File: config.mk
export PLATFORM = sky130hd
export DESIGN_NAME = cdb_arbiter_flat
export DESIGN_NICKNAME = d
export VERILOG_FILES = /design/src/rtl/cdb_arbiter_if.sv /design/src/rtl/cdb_arbiter.sv /design/src/flat_wrapper.sv
export SDC_FILE = /design/constraint.sdc
export NUM_CORES = 1
export LEC_CHECK = 0
export ABC_AREA = 0
export CORE_MARGIN = 2
export CORE_UTILIZATION = 39
export DETAILED_ROUTE_END_ITERATION = 6
export PLACE_DENSITY_LB_ADDON = 0.3
export SLEW_MARGIN = 20
export SYNTH_ARGS = -nofsm -noshare
export SYNTH_HDL_FRONTEND = slang
export SYNTH_SLANG_ARGS = --single-unit
File: constraint.sdc
create_clock -name clk -period 4.9 [get_ports clk]
set_input_delay 0.735 -clock clk [delete_from_list [all_inputs] [get_ports clk]]
set_output_delay 0.735 -clock clk [all_outputs]
set_load 0.05 [all_outputs]
File: src/rtl/cdb_arbiter_if.sv
// Bundle of requester-side and broadcast-side signals of the common data bus arbiter.
// The arbiter takes the slave view; the requesters and broadcast listeners take the master view.
interface cdb_arbiter_if #(
    parameter int N_REQ  = 6,
    parameter int TAG_W  = 4,
    parameter int DATA_W = 32
);
    logic [N_REQ-1:0]        req_valid;
    logic [N_REQ*TAG_W-1:0]  req_tag;
    logic [N_REQ*DATA_W-1:0] req_data;
    logic [N_REQ-1:0]        req_grant;
    logic                    cdb_valid;
    logic [TAG_W-1:0]        cdb_tag;
    logic [DATA_W-1:0]       cdb_data;
    logic                    tag_err;
    logic [15:0]             bcast_cnt;

    modport master (
        output req_valid, req_tag, req_data,
        input  req_grant, cdb_valid, cdb_tag, cdb_data, tag_err, bcast_cnt
    );

    modport slave (
        input  req_valid, req_tag, req_data,
        output req_grant, cdb_valid, cdb_tag, cdb_data, tag_err, bcast_cnt
    );
endinterface

File: src/rtl/cdb_arbiter.sv
// Round-robin arbiter for the common data bus: combinational one-hot grant,
// registered broadcast of the winner's tag/data one cycle later.
module cdb_arbiter #(
    parameter int N_REQ  = 6,
    parameter int TAG_W  = 4,
    parameter int DATA_W = 32
) (
    input logic          clk,
    input logic          reset,
    cdb_arbiter_if.slave bus
);
    localparam int PTR_W = (N_REQ > 1) ? $clog2(N_REQ) : 1;
    localparam logic [PTR_W:0] N_EXT = (PTR_W+1)'(N_REQ);

    logic [TAG_W-1:0]  tag_arr  [N_REQ];
    logic [DATA_W-1:0] data_arr [N_REQ];
    logic [N_REQ-1:0]  elig;
    logic              any_zero_tag;

    logic [PTR_W-1:0]  ptr_q, ptr_d;
    logic              cdb_valid_q, cdb_valid_d;
    logic [TAG_W-1:0]  cdb_tag_q, cdb_tag_d;
    logic [DATA_W-1:0] cdb_data_q, cdb_data_d;
    logic              tag_err_q, tag_err_d;
    logic [15:0]       bcast_cnt_q, bcast_cnt_d;

    logic [PTR_W-1:0]  gidx;
    logic              gfound;
    logic [PTR_W:0]    scan_idx;
    logic [PTR_W:0]    ptr_next;
    logic [N_REQ-1:0]  grant;

    // Unpack the flat request buses; tag 0 is reserved and makes a request ineligible.
    always_comb begin
        elig         = '0;
        any_zero_tag = 1'b0;
        for (int i = 0; i < N_REQ; i++) begin
            tag_arr[i]  = bus.req_tag[i*TAG_W +: TAG_W];
            data_arr[i] = bus.req_data[i*DATA_W +: DATA_W];
            elig[i]     = bus.req_valid[i] && (tag_arr[i] != '0);
            if (bus.req_valid[i] && (tag_arr[i] == '0)) begin
                any_zero_tag = 1'b1;
            end
        end
    end

    // Scan ptr, ptr+1, ... modulo N_REQ; the first eligible index wins.
    always_comb begin
        grant    = '0;
        gidx     = '0;
        gfound   = 1'b0;
        scan_idx = '0;
        for (int k = 0; k < N_REQ; k++) begin
            scan_idx = {1'b0, ptr_q} + (PTR_W+1)'(k);
            if (scan_idx >= N_EXT) begin
                scan_idx = scan_idx - N_EXT;
            end
            if (!gfound && elig[scan_idx[PTR_W-1:0]]) begin
                gfound = 1'b1;
                gidx   = scan_idx[PTR_W-1:0];
            end
        end
        if (reset) begin
            gfound = 1'b0;
        end
        if (gfound) begin
            grant[gidx] = 1'b1;
        end
    end

    always_comb begin
        ptr_d       = ptr_q;
        cdb_valid_d = 1'b0;
        cdb_tag_d   = cdb_tag_q;
        cdb_data_d  = cdb_data_q;
        bcast_cnt_d = bcast_cnt_q;
        tag_err_d   = tag_err_q | any_zero_tag;
        ptr_next    = '0;
        if (gfound) begin
            cdb_valid_d = 1'b1;
            cdb_tag_d   = tag_arr[gidx];
            cdb_data_d  = data_arr[gidx];
            bcast_cnt_d = bcast_cnt_q + 16'd1;
            ptr_next    = {1'b0, gidx} + {{PTR_W{1'b0}}, 1'b1};
            if (ptr_next == N_EXT) begin
                ptr_next = '0;
            end
            ptr_d = ptr_next[PTR_W-1:0];
        end
    end

    always_ff @(posedge clk) begin
        if (reset) begin
            ptr_q       <= '0;
            cdb_valid_q <= 1'b0;
            cdb_tag_q   <= '0;
            cdb_data_q  <= '0;
            tag_err_q   <= 1'b0;
            bcast_cnt_q <= '0;
        end else begin
            ptr_q       <= ptr_d;
            cdb_valid_q <= cdb_valid_d;
            cdb_tag_q   <= cdb_tag_d;
            cdb_data_q  <= cdb_data_d;
            tag_err_q   <= tag_err_d;
            bcast_cnt_q <= bcast_cnt_d;
        end
    end

    assign bus.req_grant = grant;
    assign bus.cdb_valid = cdb_valid_q;
    assign bus.cdb_tag   = cdb_tag_q;
    assign bus.cdb_data  = cdb_data_q;
    assign bus.tag_err   = tag_err_q;
    assign bus.bcast_cnt = bcast_cnt_q;
endmodule

File: src/flat_wrapper.sv
// flat-port wrapper written by rule: the top's interface ports become plain ports
module cdb_arbiter_flat 
#(
    parameter int N_REQ  = 6,
    parameter int TAG_W  = 4,
    parameter int DATA_W = 32
)
  (clk, reset, bus_req_valid, bus_req_tag, bus_req_data, bus_req_grant, bus_cdb_valid, bus_cdb_tag, bus_cdb_data, bus_tag_err, bus_bcast_cnt);
  cdb_arbiter_if #(.N_REQ(N_REQ), .TAG_W(TAG_W), .DATA_W(DATA_W)) bus_i ();
  input logic clk;
  input logic reset;
  input wire logic [$bits(bus_i.req_valid)-1:0] bus_req_valid;
  input wire logic [$bits(bus_i.req_tag)-1:0] bus_req_tag;
  input wire logic [$bits(bus_i.req_data)-1:0] bus_req_data;
  output wire logic [$bits(bus_i.req_grant)-1:0] bus_req_grant;
  output wire logic [$bits(bus_i.cdb_valid)-1:0] bus_cdb_valid;
  output wire logic [$bits(bus_i.cdb_tag)-1:0] bus_cdb_tag;
  output wire logic [$bits(bus_i.cdb_data)-1:0] bus_cdb_data;
  output wire logic [$bits(bus_i.tag_err)-1:0] bus_tag_err;
  output wire logic [$bits(bus_i.bcast_cnt)-1:0] bus_bcast_cnt;
  assign bus_i.req_valid = bus_req_valid;
  assign bus_i.req_tag = bus_req_tag;
  assign bus_i.req_data = bus_req_data;
  assign bus_req_grant = bus_i.req_grant;
  assign bus_cdb_valid = bus_i.cdb_valid;
  assign bus_cdb_tag = bus_i.cdb_tag;
  assign bus_cdb_data = bus_i.cdb_data;
  assign bus_tag_err = bus_i.tag_err;
  assign bus_bcast_cnt = bus_i.bcast_cnt;
  cdb_arbiter #(.N_REQ(N_REQ), .TAG_W(TAG_W), .DATA_W(DATA_W)) u_core (.clk(clk), .reset(reset), .bus(bus_i));
endmodule
## After elaboration in Yosys (flattened, before gate mapping)

Cells that the tools add are included.

- Eq/ne operators: 1
- Reduce and logical (&&, ||, !) cells: 35
- Bitwise operators: 2
- Muxes and demuxes: 48
- $add $sub $neg: 13
- Order comparisons: 15
- Shift-type cells: 0
- Div/mod/pow operators: 0
- Multiply operators: 0

Operators with widths:

| cell | number |
|---|---|
| binary-select mux 32 bit (select 3 bit) | 1 |
| two-way mux 32 bit | 2 |
| two-way mux 3 bit | 13 |
| less-than comparator 3 x 4 -> 1 bit (second input constant) | 7 |
| zero test 4 bit | 6 |
| nonzero test 4 bit | 6 |
| two-way mux 1 bit | 21 |
| >= comparator 4 x 3 -> 1 bit (second input constant) | 5 |
| binary-select mux 1 bit (select 3 bit) | 6 |
| logical AND 1 bit | 18 |
| subtractor 3 bit (second input constant) | 6 |
| adder 16 x 1 -> 16 bit (second input constant) | 1 |
| binary-select mux 4 bit (select 3 bit) | 1 |
| adder 3 x 1 -> 4 bit (second input constant) | 2 |
| adder 3 x 2 -> 4 bit (second input constant) | 2 |
| adder 3 x 3 -> 4 bit (second input constant) | 2 |
| two-way mux 4 bit | 2 |
| two-way mux 6 bit | 1 |
| zero test 1 bit | 5 |
| equality test 4 x 3 -> 1 bit (second input constant) | 1 |
| >= comparator 4 bit (second input constant) | 1 |
| NOT 3 -> 4 bit | 1 |
| demux 1 bit (select 3 bit) | 1 |
| >= comparator 3 x 1 -> 1 bit (second input constant) | 1 |
| other kinds (2) | 2 |

- Logic and storage cells: 120
- Input port bits: 224
- Memory bits (read-only): 0
- Bits in writable memories: 0
- Memories kept: 0
- Bits in latches: 0
- Bits in registers: 57
- Output and inout port bits: 60

## Longest topological paths before layout

Gate-level depths: netlist (run 1).

- Depth in word-level cells: 25
- Gate-level depth with buffers: 18
- Mapped depth without buffers: 15

## Worst setup path after synthesis (run 1)

No wires, ideal clock.

- Kind: input to output
- Start: in bus_req_tag[13]
- End: out bus_req_grant[0]
- Data required time: 4.165 ns
- Buffers on the path: 2
- Stages on the path: 12
- Data arrival time: 4.177 ns
- Slack: -0.012 ns
- Cells stage by stage: o41a_1 mux2_2 a222oi_1 nand4b_2 nor4_4 nand2_1 or3_1 nand2_1 and3_1 buf_4 buf_6 and2_1

- Word-level cells in the longest chain between the ends: 25
- Elaborated cells on any way between the ends: 43
- Classes of those cells: order compare: 2; mux: 28; reduce/logical: 13

Ends and longest elaborated chain:

| what | RTL line | RTL |
|---|---|---|
| from (decl) | flat_wrapper.sv:13 | `input wire logic [$bits(bus_i.req_tag)-1:0] bus_req_tag;` |
| nonzero test 4 bit (*) | cdb_arbiter.sv:40 | `elig[i] = bus.req_valid[i] && (tag_arr[i] != '0);` |
| logical AND 1 bit (*) | cdb_arbiter.sv:40 |  |
| binary-select mux 1 bit (select 3 bit) | cdb_arbiter.sv:58 | `if (!gfound && elig[scan_idx[PTR_W-1:0]]) begin` |
| two-way mux 1 bit (not written as such) | cdb_arbiter.sv:58 |  |
| two-way mux 1 bit | cdb_arbiter.sv:58 |  |
| zero test 1 bit | cdb_arbiter.sv:58 |  |
| logical AND 1 bit | cdb_arbiter.sv:58 |  |
| two-way mux 1 bit | cdb_arbiter.sv:58 |  |
| (+9 left out) | n/a |  |
| zero test 1 bit | cdb_arbiter.sv:58 |  |
| logical AND 1 bit | cdb_arbiter.sv:58 |  |
| two-way mux 3 bit | cdb_arbiter.sv:58 |  |
| less-than comparator 3 x 4 -> 1 bit (not written as such) or >= comparator 3 x 1 -> 1 bit (tied branches) | cdb_arbiter.sv:67 | `grant[gidx] = 1'b1;` |
| logical AND 1 bit (not written as such) | cdb_arbiter.sv:67 |  |
| two-way mux 1 bit (not written as such) | cdb_arbiter.sv:67 |  |
| demux 1 bit (select 3 bit) | n/a |  |
| two-way mux 6 bit (*) | cdb_arbiter.sv:66 | `if (gfound) begin` |
| to (decl) | flat_wrapper.sv:15 | `output wire logic [$bits(bus_i.req_grant)-1:0] bus_req_grant;` |

Every way passes the cells marked *; elsewhere a longest branch is shown, timed or not. The select of a mux whose other input is x is not followed.

## Final worst setup path (run 1)

- Start: in bus_req_tag[9]
- End: out bus_req_grant[0]

Same word-level chain as after synthesis.

==> results of run 1 <==
-- worst max-delay path by stage --
stage,startpoint,to,cells after the start,slack (ns)
floorplan,bus_req_tag[13],bus_req_grant[0],12,-0.01
global placement,bus_req_tag[9],bus_req_grant[0],12,0.13
detailed placement,bus_req_tag[13],bus_req_grant[0],12,0.06
CTS,u_core.ptr_q[1]$_SDFFE_PP0P_,bus_req_grant[0],13,0.02
global route,bus_req_tag[13],bus_req_grant[0],13,0.02
finish,bus_req_tag[9],bus_req_grant[0],13,0.20
-- sequential cells by signal, indices dropped and copies added (netlist names) --
register              count
u_core.bus.bcast_cnt     16
u_core.bus.cdb_data      32
u_core.bus.cdb_tag        4
u_core.bus.cdb_valid      1
u_core.bus.tag_err        1
u_core.ptr_q              3
-- metal layers --
layer	up-vias	GRT usage, %	wire length (um)	part of all wire, %
met1	2641	35.5	8110	40
met5	-	0	13	0.065
li1	2622	-	-	-
met3	40	6.67	1420	7.1
met2	224	50.4	9920	50
met4	2	9.11	566	2.8
-- cell type report --
type	count	share of cell area, %
Multi-Input combinational cell	410	40.8
Tap cell	147	2.21
Clock inverter	2	0.421
Sequential cell	57	13.7
Clock buffer	13	3.37
Timing Repair Buffer	325	39.0
Inverter	11	0.496
-- worst max-delay path, cell delays in order --
cell and delay (ns):
clkdlybuf4s50_1 0.45, o41a_1 0.45, mux2_2 0.32, a222oi_1 0.35, buf_4 0.18, nand4b_2 0.13, buf_4 0.18, a2111oi_1 0.31
o32ai_1 0.18, nand2_1 0.12, and3_1 0.22, and2_1 0.19, buf_12 0.15
-- timing repair --
item,CTS,global route
gates resized for setup,0,7
hold buffers,0,0
setup buffers,0,3
endpoints found under the setup margin,0,6
-- report_power, final --
part	internal [uW]	switching, uW
registers	641	97.8
clock network	445	212
logic	2580	2870
total	3660	3180
-- kinds of logic (layout without fill, tap and decap cells) --
logic type / Yosys count / count (layout)
xor gates and xnor gates: 22 / 22
DFF: 57 / 57
and+or+nand+nor: 120 / 120
buffers and inverters: 49 / 351
adders and majority gates: 12 / 12
muxes: 123 / 123
AOI/OAI and AO/OA: 133 / 133
-- through the flow --
stage / utilization [%] / TNS, ns / cell area [um^2]
after detailed placement: 66.5 / 0 / 7950
after global routing: 69.6 / 0 / 8320
after global placement: 66.5 / 0 / 7950
after floorplan: - / -0.0118 / 4740
after CTS: 69.1 / 0 / 8270
final: 69.6 / 0 / 8320
-- layout by cell type, fill, tap and decap left out, types with 9 or more instances in the layout --
cell type          n
clkbuf_16          9
xor2_1            15
dfxtp_1           56
mux2i_1           83
a21oi_1           11
nand3_1           12
nand2_1           14
a221o_1           36
ha_1              12
clkdlybuf4s50_1  277
o22ai_1           37
buf_4             39
buf_12             9
nor2_1            34
mux2_2            33
==> reports/summary.md, run 1 <==
The run finished with clean final reports. Among all flip-flop cells after synthesis, the most frequent one is dfxtp_1. Fill cells in the final layout number 938. The tools report the number of buffers created by CTS as 9. The hold violation total from the final report came out at 0. In the final layout, the multi-input gates occupy 0.00340 mm^2. By area the synthesized netlist is led by dfxtp_1, mux2i_1, mux2_2. The final critical path time including I/O delays and setup was 4.70 ns; the portion of the clock cycle consumed by the worst path in the final layout was 95.9%. After legalization and detailed placement, the total HPWL measured 16000 um. The number of top-level pins is 284.

For this configuration, the core starts out at a cell density of 39.7%. The die is 114 um tall. Counting along the longest clock path gives a buffer depth of 2. The commonest cells after synthesis are mux2i_1, dfxtp_1, o22ai_1.

Of the total synthesized cell area, the portion taken by XOR and XNOR cells is 4.06%. For the worst relative slew slack, the log shows 48.8%. Average vias per placed instance: 5.73. Sequential elements use 24.1% of the synthesized area. The clock slew at the register clock pins of the worst setup and hold paths came out at 0.05 ns.

STA classifies the critical path endpoint as an output port. The ratio of total power to cell area was 822 mW/mm^2; the average routed wire per standard cell was 20.8 um. In the global route stage, overall resource usage came out at 29.0%.

The transition time at the pin with the least slew margin was 0.763 ns. The worst reg-to-reg setup slack is 0.69 ns, and the final estimated routing congestion in global placement is 0.911. Registers take 0.00114 mm^2. The count of buffers added on input and output ports is 283. The area fraction of the dominant cell type after synthesis works out to 24.1%. The repair_antennas step left the layout with diodes totalling 0. The logs give 965 for the final instance count without filler cells and 0 for the number of remaining DRC errors. Summing the areas of all compound-gate instances in the mapped netlist gives 22.3% of the synthesized area. The logs give 0 for the total grt overflow and 0.965 mV for the worst-case vdd ir drop. TritonCTS built the clock tree.

Summed over all cells, the static leakage comes to 0.00330 uW. The region available for standard cell placement spans 0.0120 mm^2. The tools report the arrival time at the worst endpoint as 3.96 ns.

Number of global-route vias before repair: 5489. The logs give 5529 for the number of vias after detailed routing and 0.483 ns for the tightest hold margin. In this run the remaining antenna-violating nets after routing total 0. The setup path with the least slack is of type input port to output port.

The final number of max-transition violations was 0. The largest family of logic cells by synthesized area was multiplexers. For hold timing, the worst endpoint is u_core.bus.cdb_data[5]$_SDFFE_PP0P_. The initialized floorplan defines 40 standard-cell rows.

For the post-layout total power, the log shows 6840 uW. Entering global routing, the biggest net connects 54 pins. The number of nets in the layout is 1050.

The tools report the clock tree root buffer cell as clkbuf_16. STA classifies the critical path startpoint as an input port. For the global-route wire length before repair, the log shows 29800 um. Relative to the synthesized area, the layout overhead comes to 75.5%.

The count of flip-flops with a built-in enable after synthesis was 0. The tools report the worst setup skew after layout as 0.00403 ns. Counting every net in the synthesized netlist gives 752. The tools report the number of antenna violations at the first check in global routing as 1. Die outline area: 0.0131 mm^2. Measured against the total synthesized area, the mux share comes to 27.1%.

After Yosys synthesis, full adders, half adders and majority gates account for 3.17% of the synthesized area. The largest total area in the synthesized netlist belongs to dfxtp_1. In this run the worst path has a maximum fanout of 5. The beginning of the worst hold path is u_core.bus.cdb_data[5]$_SDFFE_PP0P_. The basic-gate share of the synthesized area counting and, or, nand and nor cells came out at 13.9%. The source of the worst register-to-register timing path was u_core.ptr_q[0]$_SDFFE_PP0P_.

Number of placed instances, taps included: 947. The number of levels the H-tree was split into was 3; the number of clock sinks was 57. Max-cap violations in this run came to 0. In this run, the number of DRC markers left after iteration 0 of detailed routing was 438.

The required time of the critical path was 4.16 ns. The setup slack after placement is 0.0637 ns. The most common cell in the synthesized netlist was mux2i_1.

The tools report the total of endpoints with negative setup slack in the final report as 0. Count of warnings emitted by yosys: 0. In this run, distinct cell masters in the synthesized netlist total 62. For the worst flop-to-flop path, the logic depth is 14.

The min-delay analysis places its worst path in the category flop to flop. The synthesized netlist occupies a cell area of 0.00474 mm^2. In this run, synthesis produced a sequential element count of 57.

The die outline width is 114 um. Setup slack closes at 0.201 ns. The endpoint identified for the worst register-to-register timing path is u_core.bus.cdb_data[16]$_SDFFE_PP0P_. For this block, the routed nets add up to 20000 um of wire. The iteration count of the initial detailed-routing pass was 7; the share of post-route cells with drive strength above 1 was 14.2%. The cell depth of the worst min-delay path is 1, and the post-synthesis area per instance is 9.19 um^2. Counting flops with an async set or reset pin after synthesis yields a share of 0%. After technology mapping, the gate count stands at 516.

Setup repair after global routing left no endpoint under its margin. Based on the critical path, the design can be clocked at up to 213 MHz. At the later pin of the worst-skew pair, clock insertion delay measures 0.32 ns.
Note: power is estimated with default switching activity, not from simulation.
==> run 2, diff against run 1 <==
--- a/config.mk
+++ b/config.mk
@@ -6,8 +6,10 @@
 export NUM_CORES = 1
 export LEC_CHECK = 0
 export ABC_AREA = 0
+export CELL_PAD_IN_SITES_DETAIL_PLACEMENT = 0
+export CELL_PAD_IN_SITES_GLOBAL_PLACEMENT = 1
 export CORE_MARGIN = 2
-export CORE_UTILIZATION = 39
+export CORE_UTILIZATION = 27
 export DETAILED_ROUTE_END_ITERATION = 6
 export PLACE_DENSITY_LB_ADDON = 0.3
 export SLEW_MARGIN = 20
==> run 2 against run 1 <==
Against the previous run: sequential share of layout area fell by 0.10 points; die area rose by 43%; sequential cell count did not move; maximum frequency fell by 1.0%; critical path type unchanged.
==> reports/summary.md, run 2 (synthesis results as in run 1) <==
The floorplan step set the die width to 137 um. Walking the worst path, the cells encountered are clkdlybuf4s50_1 -> o41a_1 -> mux2_2 -> a222oi_1 -> buf_4 -> nand4b_2 -> nor4_4 -> nand4_1 -> mux2_4 -> inv_2 -> and3_1 -> and2_1 -> buf_12. The run finished with clean final reports.

The floorplan step defined a core boundary enclosing 0.0172 mm^2. The layout overhead on the synthesized area is 76.8%, and the hold violation total from the final report is 0. STA classifies the critical path endpoint as an output port. After detailed routing, the average wire length per cell comes to 20.3 um. The die is 137 um tall. Of the total power, the share spent switching nets is 46.9%. The share of post-route cells with drive strength above 1 came out at 13.0%. The number of levels the H-tree was split into is 3, and the buffering stage count on the worst path with inverters included is 4.

The worst register-to-register path has a depth of 14. Leaving out fill and tap cells, the most frequent cell in the layout is clkdlybuf4s50_1. The first detailed-routing pass took 5 iterations. Headroom to the max-slew limit came out at 54.2%. The smallest clock period supported by the final layout is computed as 4.75 ns.

Largest stage delay on the critical path: 0.46 ns. Derived from the worst setup path, the maximum achievable clock frequency is 211 MHz. The first global-routing pass estimated 30500 um of wire.

The required time of the critical path was 4.16 ns; the worst-case vdd ir drop was 0.463 mV. Count of standard-cell rows: 48. Across the run, the number of max-cap violations was 0. Number of clock sinks: 57. The cell depth of the worst min-delay path is 1, and the share of power burned in the clock network is 10.7%. For this design the ratio of total power to cell area is 816 mW/mm^2.

The number of antenna violations at the first check in global routing is 0, and the average vias per placed instance is 5.18. The number of antenna diodes in the final layout is 0. The peak fanout along the critical path works out to 4. The violation count after the first detailed-route iteration came out at 316. The worst register-to-register path ends at u_core.bus.cdb_data[27]$_SDFFE_PP0P_. For this design the static power due to leakage is 0.00326 uW.

On the critical path, the stage with the largest delay is an instance of clkdlybuf4s50_1. The internal portion of the total power is 3630 uW. At the end of routability-driven placement, the weighted congestion stood at 0.871. Across all setup checks in the final design, the least slack found is 0.151 ns.

In this run, post-CTS hold repair placed 0 buffers. The tools report the beginning of the worst hold path as u_core.bus.cdb_data[9]$_SDFFE_PP0P_. The register with the most flip-flops in the layout has 32 of them. On the critical path the largest part of the delay comes from simple AND/OR/NAND/NOR gates. The tools report the overall routing resource usage as 21.4%. Combinational cells account for 78.6% of the total power.

The number of remaining DRC errors was 0; the clock slew at the register clock pins of the worst setup and hold paths was 0.05 ns. Number of global-route vias before repair: 5404. Leaving out fill and tap cells, the most frequent cells in the layout are clkdlybuf4s50_1, mux2i_1, dfxtp_1, o22ai_1, a221o_1. Of the total power, registers draw 10.8%. Setup violations remaining at the end of the flow were counted as 0.

The net count of the finished layout is 1040. Entering global routing, the biggest net connects 37 pins. The setup path with the least slack is of type input port to output port. In this run the remaining antenna-violating nets after routing total 0.

The class of the worst hold path is flop to flop. The maximum buffer depth of the clock tree is 2. For the pin with the worst max-slew slack, the measured transition is 0.682 ns. The path with the worst hold slack has its endpoint at u_core.bus.cdb_data[9]$_SDFFE_PP0P_.

The logs give 3210 uW for the power dissipated by switching net loads and 284 for the number of top-level pins. Summed over all failing endpoints, the final setup total negative slack is 0 ns. The startpoint identified for the worst register-to-register timing path is u_core.ptr_q[0]$_SDFFE_PP0P_. The worst setup skew after layout is 0.0109 ns. The logs give 5355 for the number of vias after detailed routing and 0.70 ns for the worst reg-to-reg setup slack. For the die outline area, the log shows 0.0186 mm^2. Once layout is complete, the utilization of the core stands at 48.6%. STA classifies the critical path startpoint as an input port. The setup slack after placement came out at 0.0227 ns. The cell sitting at the root of the clock tree is a clkbuf_16.

Buffers placed on the I/O ports in this run total 283. For the insertion delay of the later-clocked pin in the worst-skew pair, the log shows 0.34 ns. The tools report the arrival time at the worst endpoint as 4.01 ns.

The initial cell density of the core is 27.5%, and the number of buffers created by CTS is 9. Final number of max-transition violations: 0. After detailed routing, the total wire length is 20900 um.

TritonCTS built the clock tree. The portion of the clock cycle consumed by the worst path in the final layout is 96.9%, and the total grt overflow is 0. The run gives 16600 um as the placed wire-length estimate.
==> run 2: cell types whose count changed in the layout (fill, tap and decap cells not counted), sizes merged <==
| cell | delta |
|---|---|
| buf | -10 |
| clkinvlp | +2 |
| clkinv | +1 |
| clkbuf | -4 |
| bufinv | +2 |
==> run 2: area by class of cell <==
type                    count  area, um^2
flip-flops and latches     57        1140
fillers                  1560        8850
multi-input cells         410        3380
inverters                  11        41.3
clock buffers               9         225
repair buffers            315        3200
clock inverters             7         119
well taps                 225         282
==> run 2: how the worst max path moves through the flow <==
stage,start,endpoint,slack (ns),cells past startpoint
final,bus_req_tag[13],bus_req_grant[0],0.15,13
after global routing,bus_req_tag[13],bus_req_grant[0],-0.03,13
after CTS,bus_req_tag[13],bus_req_grant[0],0.01,12
after detailed placement,bus_req_tag[13],bus_req_grant[0],0.02,12
after global placement,bus_req_tag[13],bus_req_grant[0],0.14,12
after floorplan,bus_req_tag[13],bus_req_grant[0],-0.01,12
==> run 2: through the flow <==
stage | hold WS (ns) | std cells | instance area (um^2) | total power, uW
6_report | 0.484 | 1034 | 8390 | 6840
5_1_grt | 0.503 | 1034 | 8390 | 7250
4_1_cts | 0.488 | 1033 | 8360 | 6880
3_5_place_dp | 0.471 | 1017 | 8010 | 6110
3_3_place_gp | 0.469 | 1017 | 8010 | 6030
2_1_floorplan | 0.547 | 516 | 4740 | 4500
==> run 2: metal layers <==
layer | vias to the layer above | global-route usage, % | part of all wire, %
met5 | - | 0 | 0
met4 | 0 | 6.08 | 2.1
met1 | 2525 | 24.4 | 39
li1 | 2611 | - | -
met2 | 192 | 39.8 | 51
met3 | 27 | 4.59 | 7.3
==> run 2: repair_timing <==
| action | CTS | global route |
|---|---|---|
| pin swaps | 0 | 2 |
| setup buffers | 0 | 1 |
| setup endpoints to repair | 3 | 4 |
| resized for setup | 1 | 4 |
==> run 2: power groups by stage <==
stage	clock network [uW]	registers (uW)	logic [uW]
5_1_grt	772	755	5720
6_report	729	736	5370
3_3_place_gp	0	738	5290
2_1_floorplan	0	1170	3330
4_1_cts	751	736	5390
3_5_place_dp	0	745	5370
